**src/rtl/arb_pkg.sv**
```systemverilog
// Shared widths, requester count and FSM encoding for the four-way result-bus arbiter.
package arb_pkg;
    localparam int NUM_REQ = 4;
    localparam int DATA_W  = 16;
    localparam int SEL_W   = 2;

    typedef enum logic {
        IDLE  = 1'b0,
        GRANT = 1'b1
    } arb_state_t;

    function automatic logic [NUM_REQ-1:0] onehot(input logic [SEL_W-1:0] idx);
        return NUM_REQ'(1) << idx;
    endfunction
endpackage

```
**src/rtl/rr_pick4.sv**
```systemverilog
// Round-robin pick: first set request bit searching upward from pointer+1 (mod 4).
// Purely combinational, zero latency; no flow control of its own.
module rr_pick4
    import arb_pkg::*;
(
    input  logic [NUM_REQ-1:0] req,
    input  logic [SEL_W-1:0]   pointer,
    output logic               any,
    output logic [SEL_W-1:0]   winner
);
    logic [SEL_W-1:0] idx;

    // Scan from lowest to highest priority so the nearest requester overwrites last.
    always_comb begin
        any    = |req;
        winner = pointer;
        idx    = '0;
        for (int k = NUM_REQ; k >= 1; k--) begin
            idx = pointer + SEL_W'(k);
            if (req[idx]) winner = idx;
        end
    end
endmodule

```
**src/rtl/bus_arbiter4.sv**
```systemverilog
// Four-way round-robin burst arbiter for the shared result bus; ARB_HOLD_LIMIT_EN caps beats per grant at HOLD_MAX.
// Grant registered 1 cycle after request, 1 idle bubble between grants; out_data/out_valid combinational from sel.
// Beats stall while out_ready is low; the grant is held until last, request drop or hold limit.
module bus_arbiter4
    import arb_pkg::*;
#(
    parameter int HOLD_MAX = 8
) (
    input  logic                clk,
    input  logic                rst_n,
    input  logic [NUM_REQ-1:0]  req,
    input  logic [NUM_REQ-1:0]  last,
    input  logic [DATA_W-1:0]   data0,
    input  logic [DATA_W-1:0]   data1,
    input  logic [DATA_W-1:0]   data2,
    input  logic [DATA_W-1:0]   data3,
    output logic [NUM_REQ-1:0]  gnt,
    output logic [SEL_W-1:0]    sel,
    output logic [DATA_W-1:0]   out_data,
    output logic                out_valid,
    input  logic                out_ready,
    output logic                busy
);
    arb_state_t         state_q, state_d;
    logic [NUM_REQ-1:0] gnt_q, gnt_d;
    logic [SEL_W-1:0]   sel_q, sel_d;
    logic [SEL_W-1:0]   ptr_q, ptr_d;
    logic [7:0]         cnt_q, cnt_d;
    logic               any;
    logic [SEL_W-1:0]   winner;
    logic               xfer;
    logic               hold_hit;

    rr_pick4 u_pick (
        .req     (req),
        .pointer (ptr_q),
        .any     (any),
        .winner  (winner)
    );

    assign gnt       = gnt_q;
    assign sel       = sel_q;
    assign busy      = (state_q == GRANT);
    assign out_valid = busy && req[sel_q];
    assign xfer      = out_valid && out_ready;

`ifdef ARB_HOLD_LIMIT_EN
    assign hold_hit = ((cnt_q + 8'd1) == 8'(HOLD_MAX));
`else
    assign hold_hit = 1'b0;
`endif

    always_comb begin
        case (sel_q)
            2'd0:    out_data = data0;
            2'd1:    out_data = data1;
            2'd2:    out_data = data2;
            default: out_data = data3;
        endcase
    end

    always_comb begin
        state_d = state_q;
        gnt_d   = gnt_q;
        sel_d   = sel_q;
        ptr_d   = ptr_q;
        cnt_d   = cnt_q;
        case (state_q)
            IDLE: begin
                if (any) begin
                    state_d = GRANT;
                    gnt_d   = onehot(winner);
                    sel_d   = winner;
                    cnt_d   = '0;
                end
            end
            GRANT: begin
                // An abandoned request releases without a beat; the releaser drops to lowest priority.
                if (!req[sel_q] || (xfer && (last[sel_q] || hold_hit))) begin
                    state_d = IDLE;
                    gnt_d   = '0;
                    ptr_d   = sel_q;
                    cnt_d   = '0;
                end else if (xfer) begin
                    cnt_d = cnt_q + 8'd1;
                end
            end
            default: state_d = IDLE;
        endcase
    end

    always_ff @(posedge clk or negedge rst_n) begin
        if (!rst_n) begin
            state_q <= IDLE;
            gnt_q   <= '0;
            sel_q   <= '0;
            ptr_q   <= 2'd3;
            cnt_q   <= '0;
        end else begin
            state_q <= state_d;
            gnt_q   <= gnt_d;
            sel_q   <= sel_d;
            ptr_q   <= ptr_d;
            cnt_q   <= cnt_d;
        end
    end
endmodule

```
**config.mk**
```make
export PLATFORM = sky130hd
export DESIGN_NAME = bus_arbiter4
export DESIGN_NICKNAME = d
export VERILOG_FILES = /design/src/rtl/arb_pkg.sv /design/src/rtl/rr_pick4.sv /design/src/rtl/bus_arbiter4.sv
export SDC_FILE = /design/constraint.sdc
export NUM_CORES = 1
export LEC_CHECK = 0
export ABC_AREA = 1
export BUFFER_PORTS_ARGS = -buffer_cell sky130_fd_sc_hd__buf_4
export CAP_MARGIN = 20
export CORE_ASPECT_RATIO = 0.9
export CORE_MARGIN = 2
export CORE_UTILIZATION = 40
export CTS_CLUSTER_SIZE = 12
export DETAILED_ROUTE_END_ITERATION = 16
export PLACE_DENSITY = 0.86
export SYNTH_ARGS = -nofsm -noshare
export SYNTH_HDL_FRONTEND = slang
export SYNTH_HIERARCHICAL = 1
export SYNTH_SLANG_ARGS = --single-unit
```
**constraint.sdc**
```tcl
create_clock -name clk -period 3.7 [get_ports clk]
set_input_delay 0.37 -clock clk [delete_from_list [all_inputs] [get_ports clk]]
set_output_delay 0.37 -clock clk [all_outputs]
set_load 0.01 [all_outputs]
```
# Word-level counts from Yosys, hierarchy flattened
# Cells that the tools add are included.
# W data, S select, Z words.
dict set report classes {
  bitwise_logic 1
  n_reduce_logical 10
  magnitude_cmp 4
  add_sub_neg 3
  mux 20
  shift 1
  eq_ne 4
}
# cell count
set ops {}
lappend ops {{$pmux W16 S3} 1}
lappend ops {{$lt A2 B3 Y1 const B} 4}
lappend ops {{$bmux W1 S2} 5}
lappend ops {{$mux W4} 2}
lappend ops {{$pmux W4 S2} 1}
lappend ops {{$mux W1} 7}
lappend ops {{$mux W2} 3}
lappend ops {{$reduce_and A2 Y1} 3}
lappend ops {{$add A2 B2 Y2 const B} 2}
lappend ops {{$reduce_or A4 Y1} 1}
lappend ops {{$shl A1 B2 Y4 const A} 1}
lappend ops {{$logic_and A1 B1 Y1} 3}
lappend ops {{$add A2 B1 Y2 const B} 1}
lappend ops {{$eq A2 B1 Y1 const B} 1}
lappend ops {{$eq A2 B2 Y1 const B} 1}
lappend ops {{$logic_not A2 Y1} 1}
lappend ops {{$ne A2 B1 Y1 const B} 1}
lappend ops {{$ne A2 B2 Y1 const B} 1}
lappend ops {{$pmux W1 S2} 1}
lappend ops {{$logic_not A1 Y1} 1}
lappend ops {{$logic_or A1 B1 Y1} 1}
lappend ops {{$not A1 Y1} 1}
dict set report word_totals {
  input_bits 75
  word_cells 47
  out_inout_bits 24
  regBits 9
}

# Depth between registers and ports, before layout
# Gate-level depths: netlist of the first run.
dict set report logic_depth {
  ltp_word 9
  mapped_depth 13
  mapped_depth_nobuf 12
}

# By module
# Netlist of the first run, hierarchy kept.
# mod cells_per_inst instances seq_area_each_um2 area_each_um2
set by_module_without_submodules {}
lappend by_module_without_submodules {bus_arbiter4 150 1 227.7 858.3}
lappend by_module_without_submodules {rr_pick4 43 1 0.0 203.9}

# Worst setup path after synthesis of the first run
# No wires, ideal clock.
dict set report synth_timing {
  path_type {register to output}
  from {reg sel_q[0] (netlist: sel[0])}
  to {out out_data[0]}
  t_arrival_ns 1.201
  n_path_buf 2
  path_stages_with_launch 6
  setup_slack_ns 2.129
  t_required_ns 3.330
  path_cell_list {dfrtp_1 -> buf_6 -> nor2_1 -> buf_4 -> nand2_1 -> nand4_1}
}
dict set report synth_between {
  elab_chain_len 2
  elab_cells_between_ends 4
  classes_between {eq/ne: 2; mux: 1; reduce/logical: 1}
}
# element line_no
set synth_lines {}
lappend synth_lines {{from (decl)} bus_arbiter4.sv:26} ;# logic [SEL_W-1:0] sel_q, sel_d;
lappend synth_lines {{from (signal assigned)} bus_arbiter4.sv:102} ;# sel_q <= sel_d;
lappend synth_lines {{$eq A2 B2 Y1 (tied with other cells)} bus_arbiter4.sv:54} ;# case (sel_q)
lappend synth_lines {{$pmux W16 S3 *} bus_arbiter4.sv:54}
lappend synth_lines {{to (decl)} bus_arbiter4.sv:19} ;# output logic [DATA_W-1:0] out_data,
# Every way passes the cells marked *; elsewhere a longest branch is shown, timed or not.

# Worst setup path in the final report of the first run
dict set report layout_timing {
  from {reg sel_q[0] (netlist: sel[0])}
  to {out out_data[14]}
}
# The elaborated chain is that of the path after synthesis.

==> impl_metrics.ini, run 1 <==
[critical_path]
endpoint_kind = output pin
worst-endpoint-arrival_ps = 2090
rr_endpoint = sel[0]
r2r_setup_slack_ps = 2070
path_max_fanout = 16
start_kind = flip-flop
crit_required_ps = 3330
timing.rr.start = ptr_q[0]
critical_path_class = flip-flop to output pin
reg2reg_depth = 10

[die]
core-area_mm2 = 0.00249
pin_count = 99
die-area_mm2 = 0.00308
dieWidth_um = 58.3
die-height_um = 52.9
initial_core_util_pct = 42.7
row_count = 17

[yosys]
synth.avg_cell_area_um2 = 5.50
seq_area_frac_synth_pct = 21.4
syn_inst = 193
syn_nets = 268
ys_seq_elements = 9
ys_warn_count = 6
synth_area_mm2 = 0.00106
synthDistinctLibCells = 20

[route]
dr_total_vias = 1576
wl_mm = 4.17
ant_nets = 0
dr.pass1.iters = 6
drc = 0
drt_iter0_drc = 90
vias_per_cell = 4.96
wl_per_cell_um = 13.1

[finish]
antennaDiodeCount = 0
area_growth_pct = 71.8
final_area_mm2 = 0.00183
drive_gt1_share_pct = 40.7
instances_no_fill = 318
nets = 366
nFillCells = 242

[global_routing]
antenna_found_initial = 0
grt.total_usage_pct = 25.2
grt_max_degree = 18
grt_pass1_vias = 1359
grt_overflow = 0
grt_first_pass_wirelength_mm = 6.06

[sta]
worstMarginPinSlew_ps = 1050
fin_tns_setup_ps = 0
final_max_slew_viol_count = 0
setup_viol = 0
fin_hold_ws_ps = 452
maxSlewHeadroom_pct = 29.5
fin_crit_sh_pct = 66.5
worst_slack_ps = 1240
rsz0062_at_grt = no
finalHoldViolations = 0
fin_crit_ps = 2460
fin_skew_ps = 3.73
max_clock_freq_mhz = 406

[power_and_ir_drop]
p_leak_nw = 1.04
power_density_mw_per_mm2 = 707
irDropWorstVdd_v = 0.000508

[outcome]
status = finished clean

[place]
placed_cells = 313
placed_cell_area_mm2 = 0.00179
io_buffers = 98
dp.final_hpwl_mm = 3.40
globalplace.congestion = 0.851
post-place-ws_ps = 1570

[clock_tree]
cts_buffers = 3
cts_buffer_depth = 2
cts.htree.levels = 1
clk_pin_slew_worst_paths_ps = 70
cts_tree = done
clock_latency_ps = 270
cts_sinks = 9
ctsResizeCount = 0
clock-root-buffer = clkbuf_4

[job]
drv_cap = 0

[hold_path]
hp-class = input pin to async pin
-- power breakdown --
group          leakage [nW]  switching, W  internal (W)
combinational         0.913      0.000571      0.000426
sequential            0.110     0.0000663      0.000147
clock                0.0177     0.0000397     0.0000401
-- cells in the final DEF (no fill, tap or decap), types with 2 or more instances in the layout --
cell,instances
buf_4,98
clkbuf_4,3
dfrtp_1,7
dfstp_2,2
inv_1,15
inv_2,2
nand2_1,108
nand2_2,8
nand3_1,8
nand4_1,21
nor2_1,3
o21ai_0,6
-- cell usage after synthesis --
cell | instances | area share (%)
nor2_4 | 1 | 1.1
o211ai_1 | 1 | 0.71
buf_2 | 3 | 1.4
nand3_1 | 8 | 3.8
a21oi_2 | 1 | 0.82
o21ai_1 | 1 | 0.47
nand2_4 | 1 | 1.1
o21ai_0 | 6 | 2.8
nand2_1 | 108 | 38
inv_2 | 2 | 0.71
nor2_1 | 3 | 1.1
nand4_1 | 21 | 12
buf_4 | 1 | 0.71
dfrtp_1 | 7 | 16
nand2_2 | 8 | 4.7
dfstp_2 | 2 | 4.9
a21oi_1 | 1 | 0.47
inv_6 | 1 | 0.82
buf_6 | 2 | 2.1
inv_1 | 15 | 5.3
-- area by class of cell --
type                    instances  area, um^2  area share [%]
flip-flops and latches          9         228            12.5
multi-input cells             160         717            39.3
repair buffers                 99         746            40.8
clock buffers                   3        22.5            1.23
well taps                      28        35.0            1.92
clock inverters                 1        5.00           0.274
inverters                      18        72.6            3.98
-- critical path, stage by stage, from the launching register on --
cell	delay (ps)
dfrtp_1	520
nor2_1	870
nand2_1	150
nand4_1	160
buf_4	130
-- registers in the layout, summed over array words and instances (netlist names) --
register	flops
gnt	4
sel	2
ptr_q	2
busy	1
-- how the worst max path moves through the flow --
stage           start            to  slack (ps)  cells past startpoint
3_5_place_dp   sel[0]  out_data[14]        1570                      4
6_report       sel[0]  out_data[14]        1240                      4
4_1_cts        sel[0]  out_data[14]        1270                      4
5_1_grt        sel[0]  out_data[14]        1170                      4
2_1_floorplan  sel[0]   out_data[0]        2130                      5
3_3_place_gp   sel[0]   out_data[2]        1670                      4
-- logic make-up after synthesis --
family / after synthesis / synth area share (%)
DFF: 9 / 21.4
buffers and inverters: 24 / 11.1
and+or+nand+nor: 150 / 62.2
AOI/OAI and AO/OA: 10 / 5.30
-- repair_timing --
item / in CTS / in global routing
hold buffers: 1 / 0
hold endpoints to repair: 7 / 0
setup buffers: 0 / 0
-- stage by stage --
step / util (%) / total power, W
global placement: 71.8 / 0.00119
detailed placement: 71.8 / 0.00121
finish: 73.4 / 0.00129
CTS: 73.4 / 0.00129
global route: 73.4 / 0.00140
floorplan: - / 0.000822
-- routing by layer --
metal	vias up	track usage, %	part of all wire, %
met5	-	0	0
met4	0	8.14	1.6
met3	9	6.11	7.5
met2	63	43.3	49
met1	692	31.0	42
li1	812	-	-
Power figures use the tool's default switching activity.
==> run 2, diff against run 1 <==
--- a/config.mk
+++ b/config.mk
@@ -10,10 +10,10 @@
 export CAP_MARGIN = 20
 export CORE_ASPECT_RATIO = 0.9
 export CORE_MARGIN = 2
-export CORE_UTILIZATION = 40
+export CORE_UTILIZATION = 37
 export CTS_CLUSTER_SIZE = 12
 export DETAILED_ROUTE_END_ITERATION = 16
-export PLACE_DENSITY = 0.86
+export PLACE_DENSITY = 0.81
 export SYNTH_ARGS = -nofsm -noshare
 export SYNTH_HDL_FRONTEND = slang
 export SYNTH_HIERARCHICAL = 1
==> constraint.sdc (replaced) <==
create_clock -name clk -period 2.5 [get_ports clk]
set_input_delay 0.25 -clock clk [delete_from_list [all_inputs] [get_ports clk]]
set_output_delay 0.25 -clock clk [all_outputs]
set_load 0.01 [all_outputs]
==> run 2 against run 1 <==
Effect of this change: via count down 1.3%; first-iteration DRC count up 16%; wire length down 4.6%; clock skew down 3.1 ps; cell count up 4.1%; critical endpoint is now out_data[3]; worst setup slack worse by 680 ps; sequential cell count unchanged; non-clock buffer count up 1; clock power up 40%; cell area up 1.2%; global-route usage down 4.0 points.
==> impl_metrics.ini, run 2 (same netlist as run 1, synthesis figures left out) <==
[die]
core-area_mm2 = 0.00275
row_count = 18
dieWidth_um = 60.5
pin_count = 99
die-height_um = 54.8
initial_core_util_pct = 38.7
die-area_mm2 = 0.00332

[clock_tree]
cts_buffers = 3
postCtsSetupRepairBufs = 0
cts.htree.levels = 1
clock-root-buffer = clkbuf_4
cts_sinks = 9
cts_tree = done
clk_pin_slew_worst_paths_ps = 60
cts_buffer_depth = 2
clock_latency_ps = 250

[global_routing]
grt_pass1_vias = 1150
grt_overflow = 0
grt_first_pass_wirelength_mm = 5.35
grt.total_usage_pct = 21.2
grt_max_degree = 18
antenna_found_initial = 0

[route]
wl_mm = 3.98
dr_total_vias = 1556
drt_iter0_drc = 104
vias_per_cell = 4.70
ant_nets = 0
dr.pass1.iters = 4
wl_per_cell_um = 12.0
drc = 0

[critical_path]
endpoint_kind = output pin
crit_required_ps = 2250
timing.rr.start = ptr_q[0]
start_kind = flip-flop
cp-startpoint = sel[0]
cp_common_cell = buf_4
slowest_delay_ps = 500
worst-endpoint-arrival_ps = 1690
path_max_fanout = 11
cp_slowest_cell = dfrtp_1
cp_top_family = simple AND/OR/NAND/NOR gates
path_cells = nor2_1, buf_4, nand2_1, nand4_1, buf_4
path_buf_inv = 2
critical_path_class = flip-flop to output pin

[finish]
utilization_pct = 67.2
layout_common_cells = nand2_1, buf_4, nand4_1, inv_1
final_area_mm2 = 0.00185
nets = 367
largest_register_ffs = 4
nFillCells = 274
antennaDiodeCount = 0
drive_gt1_share_pct = 40.5
area_growth_pct = 73.9
mostFrequentLayoutCell = nand2_1

[sta]
setup_viol = 0
worstMarginPinSlew_ps = 525
fin_tns_setup_ps = 0
final_max_slew_viol_count = 0
rsz0062_at_grt = no
maxSlewHeadroom_pct = 65.0
fin_crit_sh_pct = 77.7
max_clock_freq_mhz = 515
fin_crit_ps = 1940
fin_skew_ps = 0.619
finalHoldViolations = 0

[power_and_ir_drop]
power_density_mw_per_mm2 = 1030
p_leak_nw = 1.04
irDropWorstVdd_v = 0.000773
p_total_w = 0.00190

[outcome]
status = finished clean

[hold_path]
hp-class = input pin to async pin

[job]
drv_cap = 0

[place]
dp.final_hpwl_mm = 3.24
io_buffers = 98
globalplace.congestion = 0.804
placed_cell_area_mm2 = 0.00181
==> run 2: cell types whose count changed in the layout (fill, tap and decap cells not counted), sizes merged <==
cell / delta
buf: +1
clkbuf: +1
clkinv: -1
==> run 2: layer usage <==
metal | up-vias | share of wire, % | track usage (%)
met1 | 673 | 44 | 30.7
met2 | 67 | 47 | 33.7
met3 | 4 | 8.3 | 3.78
met5 | - | 0 | 0
met4 | 0 | 0.68 | 3.26
li1 | 812 | - | -
==> run 2: cell type report <==
cell class / instances / area [um^2] / area share (%)
Multi-Input combinational cell: 160 / 717 / 38.8
Clock buffer: 4 / 26.3 / 1.42
Inverter: 18 / 72.6 / 3.93
Tap cell: 40 / 50.0 / 2.71
Sequential cell: 9 / 228 / 12.3
Timing Repair Buffer: 100 / 753 / 40.8
==> run 2: repair_timing <==
item                                   in CTS  in global routing
hold buffers                                1                  0
gates resized for setup                     0                  0
endpoints found under the hold margin       9                  0
setup endpoints to repair                   0                  0
==> run 2: worst paths after layout <==
path	end	cells after the start	slack, ps
max	out_data[3]	5	560
min	gnt[2]	2	360
max reg2reg	gnt[2]	11	890
min reg2reg	gnt[3]	2	510
max in group asynchronous	ptr_q[1]	2	1930
min in group clk	busy	6	420
==> run 2: stage by stage <==
step / cells / hold WS [ps] / worst slack [ps]
6_report: 331 / 361 / 557
3_3_place_gp: 326 / 77.5 / 855
4_1_cts: 331 / 341 / 546
2_1_floorplan: 193 / -45.6 / 1050
3_5_place_dp: 326 / 78.4 / 835
5_1_grt: 331 / 363 / 428
==> run 2: report_power, final <==
group          internal (W)  total, W  switching [W]
clock network     0.0000615  0.000112      0.0000501
registers          0.000218  0.000315      0.0000968
logic              0.000641   0.00147       0.000830
total              0.000920   0.00190       0.000977
